### config.mk
export PLATFORM = sky130hd
export DESIGN_NAME = alu_arbiter
export DESIGN_NICKNAME = d
export VERILOG_FILES = /design/src/rtl/alu_arbiter.sv
export SDC_FILE = /design/constraint.sdc
export NUM_CORES = 1
export LEC_CHECK = 0
export BUFFER_PORTS_ARGS = -buffer_cell sky130_fd_sc_hd__buf_2
export CORE_ASPECT_RATIO = 0.6
export CORE_MARGIN = 2
export CORE_UTILIZATION = 40
export DETAILED_ROUTE_END_ITERATION = 16
export PLACE_DENSITY = 0.78
export SKIP_CTS_REPAIR_TIMING = 1
export SYNTH_ARGS = -nofsm -noshare
export SYNTH_HDL_FRONTEND = slang
export SYNTH_SLANG_ARGS = --single-unit
### constraint.sdc
create_clock -name clk -period 1.5 [get_ports clk]
set_input_delay 0.15 -clock clk [delete_from_list [all_inputs] [get_ports clk]]
set_output_delay 0.15 -clock clk [all_outputs]
set_load 0.02 [all_outputs]
### src/rtl/alu_arbiter.sv
// alu_arbiter: round-robin front end for one shared combinational ALU.
// Two requesters compete. The winner's op/a/b are latched and driven to the
// ALU for one EXEC cycle. The ALU result is registered and returned on the
// winner's response channel, which uses valid/ready handshaking.
// Optional feature: define ALU_ARB_OPCHECK_EN to flag opcodes > 6 as
// illegal. Such a request runs with alu_op=0 and returns data=0, err=1.
module alu_arbiter #(
    parameter int WIDTH = 32,
    parameter int OPW   = 5
) (
    input  logic             clk,
    input  logic             rst_n,
    input  logic [1:0]       req_valid,
    output logic [1:0]       req_ready,
    input  logic [OPW-1:0]   req_op_0,
    input  logic [OPW-1:0]   req_op_1,
    input  logic [WIDTH-1:0] req_a_0,
    input  logic [WIDTH-1:0] req_a_1,
    input  logic [WIDTH-1:0] req_b_0,
    input  logic [WIDTH-1:0] req_b_1,
    output logic [1:0]       resp_valid,
    input  logic [1:0]       resp_ready,
    output logic [WIDTH-1:0] resp_data,
    output logic             resp_err,
    output logic [WIDTH-1:0] alu_a,
    output logic [WIDTH-1:0] alu_b,
    output logic [OPW-1:0]   alu_op,
    input  logic [WIDTH-1:0] alu_out,
    output logic             busy
);

    typedef enum logic [1:0] {IDLE, EXEC, RESP} state_t;

    state_t           r_state;
    logic             r_owner;
    logic             r_last_grant;
    logic [OPW-1:0]   r_alu_op;
    logic [WIDTH-1:0] r_a;
    logic [WIDTH-1:0] r_b;
    logic [WIDTH-1:0] r_result;
    logic [1:0]       r_resp_valid;

    logic [1:0]       w_grant;
    logic             w_hs;
    logic             w_sel;
    logic [OPW-1:0]   w_sel_op;
    logic [WIDTH-1:0] w_sel_a;
    logic [WIDTH-1:0] w_sel_b;
    logic             w_illegal;
    logic             w_err;

`ifdef ALU_ARB_OPCHECK_EN
    logic r_err;
    assign w_illegal = (w_sel_op > OPW'(6));
    assign w_err     = r_err;
`else
    assign w_illegal = 1'b0;
    assign w_err     = 1'b0;
`endif

    // Round-robin grant, offered only in IDLE; on a tie the requester that
    // did not win last time goes first. Gated by rst_n so every output
    // reads 0 while reset is held.
    always_comb begin
        w_grant = 2'b00;
        if (r_state == IDLE && rst_n) begin
            case (req_valid)
                2'b01:   w_grant = 2'b01;
                2'b10:   w_grant = 2'b10;
                2'b11:   w_grant = r_last_grant ? 2'b01 : 2'b10;
                default: w_grant = 2'b00;
            endcase
        end
    end

    // A grant is only ever given to a valid requester, so any grant is a
    // completed handshake.
    assign w_hs     = |w_grant;
    assign w_sel    = w_grant[1];
    assign w_sel_op = w_sel ? req_op_1 : req_op_0;
    assign w_sel_a  = w_sel ? req_a_1  : req_a_0;
    assign w_sel_b  = w_sel ? req_b_1  : req_b_0;

    assign req_ready  = w_grant;
    assign resp_valid = r_resp_valid;
    assign resp_data  = r_result;
    assign resp_err   = w_err;
    assign alu_a      = r_a;
    assign alu_b      = r_b;
    assign alu_op     = r_alu_op;
    assign busy       = (r_state != IDLE);

    // Control FSM: latch the winner, run the ALU for one cycle, then hold
    // the response until its owner consumes it.
    always_ff @(posedge clk or negedge rst_n) begin
        if (!rst_n) begin
            r_state      <= IDLE;
            r_owner      <= 1'b0;
            r_last_grant <= 1'b1;
            r_alu_op     <= '0;
            r_a          <= '0;
            r_b          <= '0;
            r_result     <= '0;
            r_resp_valid <= 2'b00;
`ifdef ALU_ARB_OPCHECK_EN
            r_err        <= 1'b0;
`endif
        end else begin
            case (r_state)
                IDLE: begin
                    if (w_hs) begin
                        r_a          <= w_sel_a;
                        r_b          <= w_sel_b;
                        r_owner      <= w_sel;
                        r_last_grant <= w_sel;
                        // alu_op is nonzero only during EXEC; an illegal op
                        // runs as op 0.
                        r_alu_op     <= w_illegal ? '0 : w_sel_op;
`ifdef ALU_ARB_OPCHECK_EN
                        r_err        <= w_illegal;
`endif
                        r_state      <= EXEC;
                    end
                end
                EXEC: begin
                    r_result     <= w_err ? '0 : alu_out;
                    r_alu_op     <= '0;
                    r_resp_valid <= r_owner ? 2'b10 : 2'b01;
                    r_state      <= RESP;
                end
                RESP: begin
                    // Only the owner's ready bit is honoured. IDLE is
                    // re-entered next cycle, so a waiting request is
                    // accepted one cycle after the drain.
                    if (resp_ready[r_owner]) begin
                        r_resp_valid <= 2'b00;
                        r_state      <= IDLE;
                    end
                end
                default: r_state <= IDLE;
            endcase
        end
    end

endmodule

==> impl_metrics.csv, run 1 <==
group,metric,value,unit
outcome,run_status,"finished with violations",
outcome,violations,"negative setup slack",
clock_tree,worst_setup_hold_path_clk_slew,0.07,ns
worst_setup_path,reg2reg_setup_slack,0.01,ns
min_path,worstHoldStart,"alu_out[12]",
logic_synthesis,mappedNetlistArea,4870,sq um
logic_synthesis,synthDominantCellAreaShare,54.5,%
placement,place_inst,911,
logic_synthesis,synth_common_cells,"sky130_fd_sc_hd__a21oi_1 (137), sky130_fd_sc_hd__dfrtp_1 (106), sky130_fd_sc_hd__nand2_1 (101)",
worst_setup_path,reg2reg_to,"alu_a[17]",
timing,final_worst_hold_slack,0.00492,ns
clock_tree,cts-buffers-inserted,9,
clock_tree,cts-root-to-sink-buffers,2,
drt,ant_nets,0,
global_routing,grt_overflow_total,0,
logic_synthesis,post_synth_xor_area_fraction,0,%
drt,drt_pre_antenna_iters,5,
floorplan,die_width,146,um
worst_setup_path,ff2ff_path_depth,6,
timing,final_period_minus_worst_setup_slack,1.55,ns
drt,average_wire_per_cell_in_the_routed_design,15.0,um
floorplan,row_count,31,
timing,worstMarginPinSlew,0.553,ns
clock_tree,cts_tree,"done",
worst_setup_path,worstSetupStartpointType,"flip-flop",
worst_setup_path,crit_path_start,"r_state[1]",
logic_synthesis,synthesis.instances,483,
logic_synthesis,number_of_enable_type_register_cells_in_the_synthesized_netlist,0,
timing,maxSlewHeadroom,63.1,%
min_path,min_path_type,"in2reg",
layout,final_layout_size_suffix_gt1_share,44.6,%
logic_synthesis,count_of_unique_library_cells_instantiated_by_yosys,28,
worst_setup_path,signal_arrival_time_at_the_worst_endpoint,1.40,ns
logic_synthesis,synthSimpleGateAreaFrac,9.87,%
logic_synthesis,postSynth.topFlopCell,"sky130_fd_sc_hd__dfrtp_1",
logic_synthesis,yosys_warnings,0,
timing,layout_worst_path_cycle_share,103,%
floorplan,area_of_the_die,13100,sq um
logic_synthesis,ys_top_cells_by_area,"sky130_fd_sc_hd__dfrtp_1 (54%), sky130_fd_sc_hd__mux2i_1 (14%), sky130_fd_sc_hd__a21oi_1 (14%)",
timing,totalNegativeSetupSlack,-0.0860,ns
layout,finalNonFillerCells,939,
logic_synthesis,synth_top_cell_by_area,"sky130_fd_sc_hd__dfrtp_1",
power,peakVddDrop,0.000859,V
power,power-per-cell-area,1990,nW/um^2
global_routing,antenna_found_initial,0,
clock_tree,cts_root_buf,"sky130_fd_sc_hd__clkbuf_16",
logic_synthesis,largest_family_of_logic_cells_by_synthesized_area,"compound AO/OA/AOI/OAI gates",
drt,route.vias.total,4634,
drt,finalWirelength,14100,um
layout,nNetsFinal,945,
global_routing,pin_count_of_the_biggest_net_entering_global_routing,108,
layout,layout-area-overhead-vs-synth,45.6,%
layout,final_core_util,59.2,%
global_routing,groute.usage.overall,20.2,%
drt,drc,0,
logic_synthesis,seq_area_frac_synth,55.0,%
global_routing,first_global_vias,4154,
placement,place_congestion,0.753,
clock_tree,cts_sinks,107,
floorplan,num_io_pins,283,
placement,port_buffers,281,
power,power.static_leakage,0.00360,uW
timing,final_max_slew_viol_count,0,
worst_setup_path,required_arrival_time_at_the_worst_endpoint,1.35,ns
logic_synthesis,yosysMostFrequentCell,"sky130_fd_sc_hd__a21oi_1",
logic_synthesis,post_synth_fa_ha_maj_area_fraction,0,%
clock_tree,cts-htree-levels,3,
logic_synthesis,proportion_of_synthesized_area_in_mux_cells,14.4,%
logic_synthesis,synth-compound-area-share,15.7,%
timing,final-hold-violation-count,0,
floorplan,core,12000,sq um
timing,finalSetupViolations,2,
placement,pre_cts_slack,0.0658,ns
logic_synthesis,asyncSetResetFlopFracSynth,100,%
global_routing,grt_pass1_wl,21000,um
placement,dpl.hpwl,10100,um
floorplan,start_util,40.6,%
logic_synthesis,mean_cell_area_of_the_mapped_netlist,10.1,sq um
clock_tree,insertion_delay,0.34,ns
timing,fmax,646,MHz
worst_setup_path,origin_of_the_critical_flop_to_flop_path,"r_last_grant",
floorplan,die_height,89.5,um
drt,drt-initial-drc-count,203,
timing,setup_repair_after_global_routing_missed_its_margin,"true",
worst_setup_path,critPathCapture,"req_ready[0]",
worst_setup_path,critPathCaptureType,"output port",
logic_synthesis,synth-seq-cells,107,
job,max_cap_viol_count,0,
drt,avgViaCountPerCell,4.94,
timing,clock_skew,0.00898,ns
worst_setup_path,worst-setup-path-type,"reg2out",
worst_setup_path,path_max_fanout,3,
timing,setup_ws,-0.0481,ns
logic_synthesis,synth_fp_nets,659,
layout,antenna_cells_inserted,0,
[kinds of logic (layout without fill, tap and decap cells)]
group	count (synthesis)	after routing
other	1	1
and+or+nand+nor	116	116
DFF	107	107
AOI/OAI and AO/OA	145	145
muxes	70	70
buffers and inverters	44	335
[worst min path at each step]
stage / slack, ns / cells past startpoint / endpoint
final: 0.005 / 3 / resp_data[12]
after global routing: 0.002 / 3 / resp_data[15]
after CTS: -0.08 / 2 / resp_data[15]
after detailed placement: 0.29 / 2 / resp_data[0]
after global placement: 0.29 / 2 / alu_a[6]
after floorplan: -0.15 / 0 / alu_a[0]
[through the flow]
stage	instance area [sq um]	power, uW
6_report	7090	14100
5_1_grt	7090	15000
4_1_cts	6870	14000
3_5_place_dp	6590	11700
3_3_place_gp	6590	11500
2_1_floorplan	4870	9080
[power breakdown]
group	internal (uW)	switching [uW]
Clock	1190	1020
Sequential	4280	776
Combinational	2610	4230
[critical path: stages, from the launching register on]
cell	delay, ns
sky130_fd_sc_hd__dfrtp_1	0.40
sky130_fd_sc_hd__nor3b_4	0.23
sky130_fd_sc_hd__buf_6	0.14
sky130_fd_sc_hd__nand2_4	0.05
sky130_fd_sc_hd__a21oi_4	0.11
sky130_fd_sc_hd__buf_6	0.13
[per-layer routing]
| metal | wire length, um | vias up | global-route usage [%] | part of all wire (%) |
|---|---|---|---|---|
| li1 | - | 2229 | - | - |
| met1 | 6390 | 2215 | 28.5 | 45 |
| met2 | 6670 | 175 | 32.0 | 47 |
| met3 | 896 | 15 | 5.26 | 6.4 |
| met4 | 132 | 0 | 4.50 | 0.94 |
| met5 | 0 | - | 0 | 0 |
[cell usage in the layout, fill, tap and decap left out, types with 3 or more instances in the layout]
| cell | instances |
|---|---|
| sky130_fd_sc_hd__buf_6 | 8 |
| sky130_fd_sc_hd__nand2_1 | 100 |
| sky130_fd_sc_hd__clkbuf_16 | 10 |
| sky130_fd_sc_hd__buf_4 | 13 |
| sky130_fd_sc_hd__a21oi_1 | 135 |
| sky130_fd_sc_hd__buf_12 | 12 |
| sky130_fd_sc_hd__a211oi_2 | 4 |
| sky130_fd_sc_hd__dfrtp_1 | 106 |
| sky130_fd_sc_hd__mux2i_2 | 3 |
| sky130_fd_sc_hd__nand3b_1 | 3 |
| sky130_fd_sc_hd__dlygate4sd3_1 | 5 |
| sky130_fd_sc_hd__mux2i_1 | 66 |
| sky130_fd_sc_hd__buf_2 | 278 |
[area by class of cell]
type                       instances  area [sq um]
clock inverter                     4          32.5
sequential                       107          2680
clock buffer                      12           246
inverter                           2          7.51
fill                            1070          4890
tap                              165           206
multi-input combinational        332          2020
timing repair buffer             317          1890
[registers in the layout (all words and copies together), names as in the netlist]
signal and cells:
r_owner 1, alu_b 32, r_state 2, resp_valid 2, alu_op 5, r_last_grant 1, resp_data 32, alu_a 32
(Power assumes the default switching activity.)
==> inputs of run 2 (changes only) <==
==> config.mk (replaced) <==
export PLATFORM = sky130hd
export DESIGN_NAME = alu_arbiter
export DESIGN_NICKNAME = d
export VERILOG_FILES = /design/src/rtl/alu_arbiter.sv
export SDC_FILE = /design/constraint.sdc
export NUM_CORES = 1
export LEC_CHECK = 0
export BUFFER_PORTS_ARGS = -buffer_cell sky130_fd_sc_hd__clkbuf_2
export CORE_ASPECT_RATIO = 0.6
export CORE_MARGIN = 2
export CORE_UTILIZATION = 47
export DETAILED_ROUTE_END_ITERATION = 16
export PLACE_DENSITY = 0.86
export SKIP_CTS_REPAIR_TIMING = 1
export SYNTH_ARGS = -nofsm -noshare
export SYNTH_HDL_FRONTEND = slang
export SYNTH_SLANG_ARGS = --single-unit
==> constraint.sdc (replaced) <==
create_clock -name clk -period 1.89 [get_ports clk]
set_input_delay 0.189 -clock clk [delete_from_list [all_inputs] [get_ports clk]]
set_output_delay 0.189 -clock clk [all_outputs]
set_load 0.02 [all_outputs]
==> impl_metrics.csv, run 2 (synthesis results as in run 1) <==
group,metric,value,unit
min_path,worstHoldStart,"alu_out[11]",
job,max_cap_viol_count,0,
timing,clock_skew,0.0105,ns
placement,pre_cts_slack,0.325,ns
layout,area_of_combinational_cells_with_multiple_inputs,1980,sq um
timing,layout_worst_path_cycle_share,95.5,%
clock_tree,insertion_delay,0.33,ns
global_routing,antenna_found_initial,0,
power,peakVddDrop,0.000835,V
drt,avgViaCountPerCell,5.16,
min_path,worstHoldPathCells,3,
global_routing,first_global_vias,4765,
placement,place_congestion,0.816,
worst_setup_path,signal_arrival_time_at_the_worst_endpoint,1.62,ns
clock_tree,cts_root_buf,"sky130_fd_sc_hd__clkbuf_16",
worst_setup_path,origin_of_the_critical_flop_to_flop_path,"r_state[0]",
drt,drc,0,
drt,drt-initial-drc-count,235,
worst_setup_path,critPathCaptureType,"output port",
floorplan,num_io_pins,283,
global_routing,groute.usage.overall,25.3,%
global_routing,grt_pass1_wl,22700,um
placement,port_buffers,281,
worst_setup_path,critical_path.max_stage_delay,0.40,ns
timing,fmax,554,MHz
timing,setup_ws,0.0850,ns
floorplan,row_count,28,
drt,route.vias.total,4590,
timing,final_max_slew_viol_count,0,
floorplan,core,9980,sq um
drt,average_wire_per_cell_in_the_routed_design,15.8,um
floorplan,die_width,135,um
worst_setup_path,crit_slowest_cell,"sky130_fd_sc_hd__dfstp_2",
min_path,min_path_type,"in2reg",
layout,final_layout_size_suffix_gt1_share,43.0,%
clock_tree,cts_sinks,107,
clock_tree,worst_setup_hold_path_clk_slew,0.07,ns
layout,layout.cells.most_common_list,"sky130_fd_sc_hd__clkbuf_2 (280), sky130_fd_sc_hd__a21oi_1 (137), sky130_fd_sc_hd__dfrtp_1 (105)",
global_routing,pin_count_of_the_biggest_net_entering_global_routing,108,
worst_setup_path,worst-path-buf-inv,2,
worst_setup_path,required_arrival_time_at_the_worst_endpoint,1.70,ns
floorplan,area_of_the_die,11200,sq um
worst_setup_path,worst-path-stages,4,
drt,finalWirelength,14000,um
timing,worstMarginPinSlew,0.554,ns
clock_tree,cts-root-to-sink-buffers,2,
timing,final_period_minus_worst_setup_slack,1.81,ns
worst_setup_path,reg2reg_setup_slack,0.34,ns
worst_setup_path,ff2ff_path_depth,4,
timing,final-hold-violation-count,0,
power,post-layout-total-power,11100,uW
timing,maxSlewHeadroom,63.1,%
worst_setup_path,family_with_the_most_delay_on_the_worst_path,"buffers and inverters",
worst_setup_path,series_of_cell_instances_along_the_critical_path,"a21boi_4, buf_12, and2_1, clkbuf_2",
layout,nNetsFinal,925,
layout,layout-area-overhead-vs-synth,38.6,%
worst_setup_path,reg2reg_to,"alu_b[1]",
outcome,run_status,"completed",
worst_setup_path,worstSetupStartpointType,"flip-flop",
global_routing,grt_overflow_total,0,
layout,antenna_cells_inserted,0,
floorplan,start_util,48.8,%
min_path,min_to,"resp_data[11]",
worst_setup_path,path_max_fanout,35,
placement,dpl.hpwl,10600,um
layout,area.sequential,2680,sq um
layout,n_fill_cell,802,
drt,ant_nets,0,
power,power-per-cell-area,1650,nW/um^2
power,power.static_leakage,0.00355,uW
worst_setup_path,worst-setup-path-type,"reg2out",
timing,finalSetupViolations,0,
clock_tree,cts-htree-levels,3,
clock_tree,cts_tree,"done",
layout,mostFrequentLayoutCell,"sky130_fd_sc_hd__clkbuf_2",
clock_tree,cts-buffers-inserted,9,
drt,drt_pre_antenna_iters,5,
floorplan,die_height,82.8,um
-- run 2: metal layers --
metal  GRT usage (%)  part of all wire, %
met1            30.7                   41
met2            44.8                   52
met3            5.80                  6.5
met4            7.77                  1.3
met5               0                    0
-- run 2: per-stage QoR --
step           utilization, %  std cells  cell area [sq um]  setup TNS, ns  hold WS (ns)
5_1_grt                  67.6        889               6750        -0.0216        0.0388
4_1_cts                  67.3        886               6720              0       -0.0245
2_1_floorplan               -        483               4870              0        -0.107
3_5_place_dp             64.0        870               6390              0         0.339
6_report                 67.6        889               6750              0        0.0371
3_3_place_gp             64.0        870               6390              0         0.329
-- run 2: where the power goes --
part / internal [uW] / total [uW] / leakage, uW / switching [uW]
registers: 3400 / 4100 / 0.00123 / 705
logic: 1790 / 5060 / 0.00217 / 3260
clock network: 1150 / 1950 / 0.000159 / 804
total: 6340 / 11100 / 0.00355 / 4770
-- run 2: worst min-delay path, stage by stage --
cell and delay, ns:
sky130_fd_sc_hd__clkbuf_2 0.07, sky130_fd_sc_hd__nand2_1 0.04, sky130_fd_sc_hd__nand2_1 0.04
-- run 2: worst max path at each step --
stage,from,to,slack (ns)
after floorplan,r_state[0],req_ready[0],0.31
after global placement,r_state[1],alu_op[3],0.42
after detailed placement,r_state[1],alu_b[1],0.32
after CTS,r_state[1],req_ready[0],0.05
after global routing,r_state[0],req_ready[0],-0.02
final,r_last_grant,req_ready[1],0.08
-- run 2: area by class of cell --
cell class	count	area share, %
Clock inverter	4	0.834
Timing Repair Buffer	297	23.6
Clock buffer	12	3.95
Tap cell	135	2.50
Sequential cell	107	39.7
Multi-Input combinational cell	332	29.3
Inverter	2	0.111
